## config.mk

```make
export PLATFORM = sky130hd
export DESIGN_NAME = prog_loader
export DESIGN_NICKNAME = d
export VERILOG_FILES = /design/src/rtl/prog_loader.sv
export SDC_FILE = /design/constraint.sdc
export NUM_CORES = 1
export LEC_CHECK = 0
export ABC_AREA = 1
export CAP_MARGIN = 20
export CORE_AREA = 2 2 108 79
export DETAILED_ROUTE_END_ITERATION = 8
export DIE_AREA = 0 0 110 81
export GPL_TIMING_DRIVEN = 0
export PLACE_DENSITY = 0.86
export SLEW_MARGIN = 20
export SYNTH_ARGS = -nofsm -noshare
export SYNTH_HDL_FRONTEND = slang
export SYNTH_SLANG_ARGS = --single-unit
```

## constraint.sdc

```tcl
create_clock -name clk -period 2.65 [get_ports clk]
set_input_delay 0.53 -clock clk [delete_from_list [all_inputs] [get_ports clk]]
set_output_delay 0.53 -clock clk [all_outputs]
set_load 0.01 [all_outputs]
```

## src/rtl/prog_loader.sv

```systemverilog
// prog_loader: loads a little-endian program image from a byte stream into
// instruction memory. It holds the processor in reset while the memory
// contents are being replaced or are known to be incomplete.
module prog_loader #(
    parameter int ADDR_W  = 10,
    parameter int TIMEOUT = 50000
) (
    input  logic              clk,
    input  logic              rst,
    input  logic              start,
    input  logic [7:0]        rx_data,
    input  logic              rx_valid,
    output logic              rx_ready,
    output logic              mem_we,
    output logic [ADDR_W-1:0] mem_addr,
    output logic [31:0]       mem_wdata,
    output logic              cpu_rst,
    output logic              busy,
    output logic              done,
    output logic              err
);

    localparam int TO_W = $clog2(TIMEOUT + 1);
    // Largest legal word count: the whole memory, so addresses never wrap.
    localparam logic [16:0] MAX_N = 17'(2 ** ADDR_W);

    typedef enum logic [2:0] {
        IDLE,
        HDR,
        DATA,
        WRITE,
        DONE,
        ERR
    } state_t;

    state_t            state_reg, state_next;
    logic [1:0]        byte_cnt_reg, byte_cnt_next;
    logic [7:0]        hdr_lo_reg, hdr_lo_next;
    logic [15:0]       n_reg, n_next;
    logic [ADDR_W-1:0] word_idx_reg, word_idx_next;
    logic [31:0]       asm_reg, asm_next;
    logic [TO_W-1:0]   to_cnt_reg, to_cnt_next;

    logic        xfer;
    logic [16:0] n_hdr;
    logic [16:0] idx_plus1;
    logic        last_word;
    logic        timed_out;

    assign xfer      = rx_valid && rx_ready;
    // Header count as it will be once the high byte now on rx_data is taken.
    assign n_hdr     = {1'b0, rx_data, hdr_lo_reg};
    assign idx_plus1 = 17'(word_idx_reg) + 17'd1;
    assign last_word = (idx_plus1 == {1'b0, n_reg});
    // The idle cycle now in progress is the one that reaches TIMEOUT.
    assign timed_out = (to_cnt_reg == TO_W'(TIMEOUT - 1));

    // The write port simply exposes the current word index and assembled
    // word; they only matter while mem_we is high.
    assign mem_addr  = word_idx_reg;
    assign mem_wdata = asm_reg;

    // State and datapath registers.
    always_ff @(posedge clk) begin
        if (rst) begin
            state_reg    <= IDLE;
            byte_cnt_reg <= '0;
            hdr_lo_reg   <= '0;
            n_reg        <= '0;
            word_idx_reg <= '0;
            asm_reg      <= '0;
            to_cnt_reg   <= '0;
        end else begin
            state_reg    <= state_next;
            byte_cnt_reg <= byte_cnt_next;
            hdr_lo_reg   <= hdr_lo_next;
            n_reg        <= n_next;
            word_idx_reg <= word_idx_next;
            asm_reg      <= asm_next;
            to_cnt_reg   <= to_cnt_next;
        end
    end

    // Next-state, datapath updates and state-decoded outputs.
    always_comb begin
        state_next    = state_reg;
        byte_cnt_next = byte_cnt_reg;
        hdr_lo_next   = hdr_lo_reg;
        n_next        = n_reg;
        word_idx_next = word_idx_reg;
        asm_next      = asm_reg;
        to_cnt_next   = to_cnt_reg;
        rx_ready      = 1'b0;
        mem_we        = 1'b0;
        busy          = 1'b0;
        cpu_rst       = 1'b0;
        done          = 1'b0;
        err           = 1'b0;

        case (state_reg)
            IDLE, DONE, ERR: begin
                done    = (state_reg == DONE);
                err     = (state_reg == ERR);
                cpu_rst = (state_reg == ERR);
                if (start) begin
                    state_next    = HDR;
                    byte_cnt_next = '0;
                    word_idx_next = '0;
                    to_cnt_next   = '0;
                end
            end
            HDR: begin
                rx_ready = 1'b1;
                busy     = 1'b1;
                cpu_rst  = 1'b1;
                if (xfer) begin
                    to_cnt_next = '0;
                    if (byte_cnt_reg == 2'd0) begin
                        hdr_lo_next   = rx_data;
                        byte_cnt_next = 2'd1;
                    end else begin
                        n_next        = n_hdr[15:0];
                        byte_cnt_next = 2'd0;
                        if (n_hdr == 17'd0 || n_hdr > MAX_N) begin
                            state_next = ERR;
                        end else begin
                            state_next = DATA;
                        end
                    end
                end else if (timed_out) begin
                    state_next = ERR;
                end else begin
                    to_cnt_next = to_cnt_reg + TO_W'(1);
                end
            end
            DATA: begin
                rx_ready = 1'b1;
                busy     = 1'b1;
                cpu_rst  = 1'b1;
                if (xfer) begin
                    to_cnt_next = '0;
                    // First byte of a word ends up in bits 7:0 after four shifts.
                    asm_next    = {rx_data, asm_reg[31:8]};
                    if (byte_cnt_reg == 2'd3) begin
                        byte_cnt_next = 2'd0;
                        state_next    = WRITE;
                    end else begin
                        byte_cnt_next = byte_cnt_reg + 2'd1;
                    end
                end else if (timed_out) begin
                    state_next = ERR;
                end else begin
                    to_cnt_next = to_cnt_reg + TO_W'(1);
                end
            end
            WRITE: begin
                mem_we  = 1'b1;
                busy    = 1'b1;
                cpu_rst = 1'b1;
                if (last_word) begin
                    state_next = DONE;
                end else begin
                    word_idx_next = word_idx_reg + ADDR_W'(1);
                    state_next    = DATA;
                end
            end
            default: begin
                state_next = IDLE;
            end
        endcase
    end

endmodule

```

==> flow_summary_export.csv, run 1 <==
group,metric,value,unit
outcome,outcome,"complete, no violations",
logic_synthesis,synth_ff_type,"dfxtp_1",
logic_synthesis,yosys-mux-area-fraction,0,%
sta,rsz0062_at_grt,"no",
grt,grt_pass1_vias,3872,
sta,slew_violations,0,
logic_synthesis,yosys.cell_types.count,28,
logic_synthesis,synthXorXnorAreaFrac,0.2105,%
min_path,hp-class,"reg -> reg",
cts,cts_tree,"built",
sta,clock_skew,0.01679,ns
floorplan,rows,28,
drt,wl_met1,4.994,mm
cts,ctsHoldBuffers,0,
sta,setup_viol,0,
logic_synthesis,avgSynthCellArea,6.552,um2
sta,tns,0,ns
logic_synthesis,synth-simple-area-share,33.35,%
grt,grt_overflow,0,
place,numPortBuffers,59,
logic_synthesis,syn-num-nets,651,
floorplan,die_x,110,um
grt,antenna_found_initial,0,
sta,max_slew_margin,64.63,%
final_layout,largest_reg_flops,32,
worst_setup_path,critPathMaxFanout,10,
drt,drc_errors,0,
grt,grtUsageTotal,25.60,%
logic_synthesis,synth.area.top_cells,"dfxtp_1 42%, nand2_1 12%, nor2_1 11%",
cts,cts_setup_buffers,0,
logic_synthesis,synth_compound_area_share,14.44,%
worst_setup_path,startpoint_type,"flop",
logic_synthesis,synth_top_family_by_area,"simple AND/OR/NAND/NOR gates",
logic_synthesis,yosysWarnings,0,
cts,cts_buffer_depth,2,
final_layout,fillers,728,
place,gp_congestion,0.9088,
pwr,cellLeakagePower,2.109,nW
sta,period_minus_slack,2.559,ns
worst_setup_path,critical_path_class,"reg -> out",
cts,clk_root_buffer_cell,"clkbuf_8",
place,hpwl,7.768,mm
final_layout,seq_area,1742,um2
logic_synthesis,synth_top_area_share,41.86,%
worst_setup_path,critPathCapture,"mem_we",
job,drv_cap,0,
logic_synthesis,yosysMostFrequentCell,"nand2_1",
sta,min_period_over_period,96.55,%
cts,clkTransAtPathRegs,0.08,ns
drt,wl_per_cell,12.92,um
cts,h-tree-depth,3,
worst_setup_path,endpoint_kind,"primary output",
grt,grt_max_degree,15,
floorplan,coreArea,8023,um2
final_layout,drive_gt1_share,5.219,%
logic_synthesis,synth.ff_latch_count,87,
sta,fmax,390.9,MHz
cts,clock-sinks,87,
cts,cts_buffers,9,
pwr,powerDensity,589.3,nW/um2
cts,clock_latency,0.37,ns
grt,grt_pass1_wl,17.90,mm
drt,drt_wl_total,10.52,mm
final_layout,multiInputGateArea,2061,um2
worst_setup_path,worst-endpoint-required,2.12,ns
pwr,peakVddDrop,0.3473,mV
sta,worstMarginPinSlew,0.5286,ns
sta,hold_slack,0.4562,ns
drt,routed.top_layer,"met4",
logic_synthesis,synth-async-reset-ratio,0,%
logic_synthesis,yosys.area_share.adder,1.203,%
drt,vias_per_cell,5.166,
worst_setup_path,r2r_end,"mem_addr[6]",
worst_setup_path,r2r_start,"mem_addr[0]",
logic_synthesis,ys_seq_area_share,41.86,%
drt,first_pass_iters,5,
floorplan,fp.dieArea,8910,um2
floorplan,start_util,51.86,%
logic_synthesis,synth_top_area_cell,"dfxtp_1",
drt,drtAntennaViolNets,0,
logic_synthesis,synth-edff-count,0,
drt,wl_met2,4.709,mm
sta,finalHoldViolCount,0,
final_layout,synthToLayoutAreaGrowth,22.05,%
worst_setup_path,critPathLaunch,"state_reg[1]",
floorplan,io_pins,60,
logic_synthesis,synthTopCellsByCount,"128 x nand2_1, 117 x nor2_1, 87 x dfxtp_1, 71 x inv_1, 66 x o21ai_0",
worst_setup_path,r2r_setup_slack,0.38,ns
drt,drt_iter0_drc,366,
drt,dr_total_vias,4205,
worst_setup_path,crit_arrival,2.03,ns
logic_synthesis,syn_area,4160,um2
worst_setup_path,rr_worst_depth,15,
final_layout,layout.nets,721,
drt,dr_wl_met3,674,um
floorplan,die_h,81,um
logic_synthesis,syn_inst,635,
final_layout,diodes,0,
==> how the worst min path moves through the flow <==
stage | startpoint | slack, ns | cells after the start | end
after global placement | n_reg[15] | 0.44 | 2 | n_reg[15]
after floorplan | n_reg[13] | 0.43 | 2 | n_reg[13]
after detailed placement | n_reg[13] | 0.45 | 2 | n_reg[13]
final | n_reg[13] | 0.46 | 2 | n_reg[13]
after global routing | n_reg[4] | 0.49 | 2 | n_reg[4]
after CTS | n_reg[13] | 0.46 | 2 | n_reg[13]
==> metal layers <==
metal	GRT usage (%)	vias up
li1	-	2181
met3	7.865	18
met4	8.987	0
met1	33.61	1892
met5	0	-
met2	39.88	114
==> power breakdown <==
part           leakage (nW)  switching [mW]  internal, mW  total [mW]
Sequential            0.705          0.0706          1.38        1.46
Combinational          1.31           0.404         0.255       0.659
Clock                0.0895           0.484         0.394       0.878
==> logic make-up (layout without fill, tap and decap cells) <==
logic type | after synthesis | count (layout)
compound gates | 117 | 117
fa+ha+maj | 4 | 4
buf+inv | 96 | 170
xor+xnor | 1 | 1
flops | 87 | 87
simple gates | 330 | 330
==> cell usage in the layout, fill, tap and decap left out, drive strengths merged <==
| master | count |
|---|---|
| nand3 | 45 |
| nor2 | 121 |
| a211oi | 2 |
| nand2 | 135 |
| clkinvlp | 1 |
| clkdlybuf4s50 | 59 |
| or2 | 2 |
| nor4 | 7 |
| clkbuf | 29 |
| buf | 5 |
| o21ai | 70 |
| or3 | 1 |
| nand4 | 7 |
| xor2 | 1 |
| dfxtp | 87 |
| o21bai | 1 |
| nor3 | 11 |
| nand3b | 1 |
| clkinv | 2 |
| ha | 4 |
| inv | 74 |
| a21oi | 44 |
==> metrics by stage <==
stage | total power, mW | setup WS, ns | cells | util, % | instance area (um2)
detailed placement | 2.130 | 0.1513 | 799 | 60.85 | 4882
global placement | 2.109 | 0.1366 | 799 | 60.85 | 4882
finish | 2.992 | 0.09148 | 814 | 63.29 | 5077
floorplan | 1.895 | 0.6920 | 635 | - | 4160
CTS | 3.003 | 0.02440 | 814 | 63.18 | 5069
global route | 3.166 | 0.001981 | 814 | 63.29 | 5077
==> what timing repair did <==
item / CTS / global route
gates cloned: 0 / 0
resized for setup: 2 / 3
endpoints found under the setup margin: 1 / 2
==> critical path, stage by stage (launching register included) <==
cell             delay [ns]
dfxtp_1                0.42
inv_1                  0.15
nor3_4                 0.26
buf_2                  0.26
clkdlybuf4s50_1        0.57
==> cell type report <==
type                    instances  area share, %
repair buffers                 59          11.63
clock inverters                 3         0.4929
clock buffers                  12          3.056
multi-input cells             452          40.59
flip-flops and latches         87          34.30
inverters                      74          5.471
well taps                     105          2.587
plain buffers                  22          1.873
(Power assumes the default switching activity.)
==> run 2, diff against run 1 <==
REMOVE_ABC_BUFFERS = 1   (was default)
==> run 2 against run 1 <==
Effect of this change: cell count shrank 2.0%; setup slack improved by 0.045 ns; non-clock buffer count shrank 19; clock skew is 0.0072 ns lower; final area is essentially flat; die area unchanged; clock power grew 14%; via count increased by 0.88%; largest power group unchanged.
==> flow_summary_export.csv, run 2 (synthesized netlist as in run 1, its figures left out) <==
group,metric,value,unit
floorplan,start_util,51.86,%
drt,first_pass_iters,5,
worst_setup_path,crit_arrival,1.98,ns
floorplan,fp.dieArea,8910,um2
sta,max_slew_margin,63.25,%
drt,wl_per_cell,13.42,um
drt,drt_iter0_drc,373,
sta,worstMarginPinSlew,0.5512,ns
final_layout,utilization,63.23,%
sta,clock_skew,0.009592,ns
pwr,power_frac_seq,46.8,%
place,pre_cts_ws,-0.5474,ns
cts,clock_latency,0.37,ns
sta,fmax,397.9,MHz
grt,grt_pass1_vias,3769,
floorplan,die_h,81,um
final_layout,drive_gt1_share,6.205,%
pwr,clkPwrFrac,32.2,%
final_layout,layout_common_cells,"127 x nand2_1, 116 x nor2_1, 87 x dfxtp_1, 70 x inv_1, 66 x o21ai_0",
worst_setup_path,endpoint_kind,"primary output",
cts,cts_tree,"built",
cts,cts_buffer_depth,2,
min_path,hp-class,"reg -> reg",
sta,hold_slack,0.4706,ns
cts,cts_buffers,9,
pwr,internal-power,2.126,mW
final_layout,diodes,0,
sta,tns,0,ns
final_layout,layout.nets,704,
grt,grt_pass1_wl,16.97,mm
final_layout,largest_reg_flops,32,
sta,period_minus_slack,2.513,ns
final_layout,stdcell_count,798,
place,numPortBuffers,59,
sta,rsz0062_at_grt,"no",
worst_setup_path,critical_path_class,"reg -> out",
sta,finalHoldViolCount,0,
final_layout,final_common_cell,"nand2_1",
sta,fin_ws,0.1367,ns
drt,dr_total_vias,4242,
pwr,comb_power_share,20.9,%
floorplan,die_x,110,um
cts,ctsHoldBuffers,0,
worst_setup_path,critPathMaxFanout,12,
pwr,cellLeakagePower,2.108,nW
grt,grt_max_degree,65,
cts,clk_root_buffer_cell,"clkbuf_8",
pwr,peakVddDrop,0.3595,mV
job,drv_cap,0,
pwr,p_switching,0.9874,mW
pwr,swShare,31.71,%
outcome,outcome,"complete, no violations",
place,post-place-cells,779,
final_layout,synthToLayoutAreaGrowth,21.92,%
sta,slew_violations,0,
drt,drc_errors,0,
drt,drtAntennaViolNets,0,
floorplan,coreArea,8023,um2
place,hpwl,7.316,mm
pwr,powerDensity,613.8,nW/um2
cts,h-tree-depth,3,
floorplan,rows,28,
worst_setup_path,worst-endpoint-required,2.12,ns
place,gp_congestion,0.8600,
drt,drt_wl_total,10.71,mm
floorplan,io_pins,60,
grt,antenna_found_initial,0,
sta,setup_viol,0,
grt,grt_overflow,0,
cts,clock-sinks,87,
drt,vias_per_cell,5.316,
cts,clkTransAtPathRegs,0.09,ns
worst_setup_path,startpoint_type,"flop",
grt,grtUsageTotal,24.23,%
sta,min_period_over_period,94.84,%
-- run 2: layout make-up --
type	instances	area (um2)
Clock buffer	11	151.4
Clock inverter	5	63.81
Fill cell	729	2950
Inverter	74	284.0
Multi-Input combinational cell	453	2078
Sequential cell	87	1742
Tap cell	105	131.4
Timing Repair Buffer	62	616.8
Timing Repair inverter	1	5.005
-- run 2: power groups by stage --
| stage | clock, mW | sequential, mW | combinational (mW) |
|---|---|---|---|
| 2_1_floorplan | 0 | 1.48 | 0.391 |
| 3_3_place_gp | 0 | 1.48 | 0.601 |
| 3_5_place_dp | 0 | 1.49 | 0.630 |
| 4_1_cts | 1.01 | 1.46 | 0.639 |
| 5_1_grt | 1.05 | 1.47 | 0.735 |
| 6_report | 1.00 | 1.46 | 0.652 |
-- run 2: worst paths after layout --
check	startpoint	end	slack, ns	depth (start not counted)
setup reg to reg	state_reg[0]	state_reg[2]	0.33	11
hold reg to reg	n_reg[12]	n_reg[12]	0.47	2
setup / recovery	state_reg[1]	mem_we	0.14	4
hold / removal	n_reg[12]	n_reg[12]	0.47	2
-- run 2: layer usage --
| metal | share of wire [%] | track usage (%) | vias to the layer above |
|---|---|---|---|
| met2 | 44 | 37.73 | 140 |
| met5 | 0 | 0 | - |
| met3 | 7.9 | 8.186 | 21 |
| met1 | 46 | 31.49 | 1939 |
| li1 | - | - | 2142 |
| met4 | 1.7 | 8.228 | 0 |
-- run 2: per-stage QoR --
| step | cell area, um2 | total power [mW] |
|---|---|---|
| finish | 5072 | 3.114 |
| global route | 5072 | 3.256 |
| CTS | 5036 | 3.105 |
| detailed placement | 4816 | 2.116 |
| global placement | 4788 | 2.083 |
| floorplan | 4066 | 1.875 |
-- run 2: critical path, cell delays in order (launching register included) --
cell and delay, ns:
dfxtp_1 0.42, inv_1 0.13, nor3_2 0.26, buf_4 0.25
clkdlybuf4s50_1 0.56
-- run 2: what timing repair did --
| action | CTS | global route |
|---|---|---|
| gates cloned | 0 | 2 |
| setup endpoints to repair | 3 | 18 |
| setup buffers | 0 | 1 |
| resized for setup | 1 | 5 |
| pin swaps | 0 | 1 |
==> run 3, diff against run 2 <==
CTS_CLUSTER_DIAMETER = 40   (was default)
SLEW_MARGIN = default   (was 20)
==> run 3 against run 2 <==
Effect of this change: clock skew rose by 0.0040 ns; highest routed layer unchanged; wire length shrank 0.35%; critical endpoint is now rx_ready; die area stayed put; largest cell class unchanged.
==> flow_summary_export.csv, run 3 (synthesized netlist as in run 1, its figures left out) <==
group,metric,value,unit
outcome,outcome,"complete, no violations",
drt,first_pass_iters,5,
grt,grt_pass1_wl,17.53,mm
sta,worstMarginPinSlew,0.6604,ns
place,hpwl,7.470,mm
pwr,powerDensity,608.5,nW/um2
min_path,hp-class,"reg -> reg",
pwr,clkPwrFrac,32.2,%
sta,hold_slack,0.4730,ns
grt,grtUsageTotal,24.86,%
pwr,swShare,32.47,%
drt,drt_wl_total,10.67,mm
worst_setup_path,cp_slowest_stage_delay,0.57,ns
pwr,peakVddDrop,0.3047,mV
drt,wl_per_cell,13.27,um
pwr,cellLeakagePower,2.139,nW
pwr,p_switching,1.013,mW
place,numPortBuffers,59,
worst_setup_path,rr_worst_depth,15,
worst_setup_path,startpoint_type,"flop",
pwr,power_frac_seq,46.8,%
cts,cts_buffers,9,
floorplan,fp.dieArea,8910,um2
place,post-place-cells,779,
drt,vias_per_cell,5.275,
worst_setup_path,endpoint_kind,"primary output",
drt,drt_iter0_drc,322,
cts,h-tree-depth,3,
floorplan,die_x,110,um
final_layout,layout.nets,710,
sta,max_slew_margin,55.57,%
floorplan,start_util,51.86,%
final_layout,diodes,0,
worst_setup_path,crit_chain,"inv_1 > nand2_1 > nor2_1 > inv_1 > nand2_2 > clkdlybuf4s50_1",
job,drv_cap,0,
sta,setup_viol,0,
sta,period_minus_slack,2.562,ns
cts,cts_buffer_depth,2,
drt,drc_errors,0,
sta,min_period_over_period,96.70,%
worst_setup_path,critPathMaxFanout,8,
min_path,hold_depth,2,
sta,finalHoldViolCount,0,
cts,clk_root_buffer_cell,"clkbuf_8",
sta,clock_skew,0.01364,ns
cts,clock-sinks,87,
cts,clock_latency,0.38,ns
cts,cts_tree,"built",
grt,antenna_found_initial,0,
worst_setup_path,crit_arrival,2.03,ns
worst_setup_path,critPathSlowestCell,"clkdlybuf4s50_1",
final_layout,largest_reg_flops,32,
floorplan,rows,28,
final_layout,synthToLayoutAreaGrowth,23.25,%
grt,grt_overflow,0,
final_layout,final_common_cell,"nand2_1",
worst_setup_path,critical_path_class,"reg -> out",
pwr,comb_power_share,21.0,%
final_layout,stdcell_count,804,
sta,slew_violations,0,
sta,fmax,390.3,MHz
worst_setup_path,path_common_cell,"inv_1",
floorplan,coreArea,8023,um2
pwr,internal-power,2.107,mW
cts,ctsHoldBuffers,0,
drt,drtAntennaViolNets,0,
sta,rsz0062_at_grt,"no",
grt,grt_max_degree,37,
cts,clkTransAtPathRegs,0.10,ns
floorplan,io_pins,60,
final_layout,drive_gt1_share,6.867,%
floorplan,die_h,81,um
worst_setup_path,r2r_setup_slack,0.33,ns
final_layout,layout_common_cells,"127 x nand2_1, 116 x nor2_1, 87 x dfxtp_1, 70 x inv_1, 66 x o21ai_0",
place,gp_congestion,0.8600,
drt,dr_total_vias,4241,
sta,tns,0,ns
worst_setup_path,worst-endpoint-required,2.12,ns
grt,grt_pass1_vias,3860,
## run 3: layout make-up
class / instances / area [um2]
Fill cell: 725 / 2895
Multi-Input combinational cell: 452 / 2063
Sequential cell: 87 / 1742
Timing Repair Buffer: 69 / 693.2
Inverter: 74 / 282.8
Clock buffer: 10 / 137.6
Tap cell: 105 / 131.4
Clock inverter: 6 / 72.57
Timing Repair inverter: 1 / 5.005
## run 3: routing by layer
metal  routed length, um  share of wire [%]  vias to the layer above  global-route usage [%]
li1                    -                  -                     2164                       -
met1                4952                 46                     1926                   32.18
met2                4771                 45                      126                   39.14
met3                 731                6.9                       25                   7.945
met4                 214                2.0                        0                   8.608
met5                   0                  0                        -                       0
## run 3: power by group through the flow
| stage | sequential (mW) | combinational, mW | clock, mW |
|---|---|---|---|
| 2_1_floorplan | 1.48 | 0.391 | 0 |
| 3_3_place_gp | 1.48 | 0.601 | 0 |
| 3_5_place_dp | 1.49 | 0.635 | 0 |
| 4_1_cts | 1.46 | 0.643 | 1.01 |
| 5_1_grt | 1.47 | 0.738 | 1.06 |
| 6_report | 1.46 | 0.654 | 1.00 |
## run 3: worst max-delay path: cells and delay by family (launching register included)
family                 cells  cell delay (ns)
buffers and inverters      3             0.87
and+or+nand+nor            3             0.45
DFF                        1             0.36
## run 3: per-stage QoR
step	utilization [%]	worst slack (ns)	total power, mW	area, um2
after floorplan	-	-0.1274	1.875	4066
after global placement	59.69	-1.710	2.083	4788
after detailed placement	60.31	-0.6418	2.123	4838
after CTS	63.02	0.02633	3.111	5056
after global routing	63.91	0.01646	3.264	5127
final	63.91	0.08757	3.120	5127
## run 3: what timing repair did
action,in CTS,in global routing
setup endpoints to repair,12,7
buffers inserted,0,8
gates resized for setup,2,2
pin swaps,0,1
cloned,0,1
## run 3: worst paths after layout
path	start	endpoint
setup / recovery	state_reg[1]	rx_ready
hold / removal	n_reg[12]	n_reg[12]
setup reg to reg	mem_addr[0]	mem_addr[7]
hold reg to reg	n_reg[12]	n_reg[12]
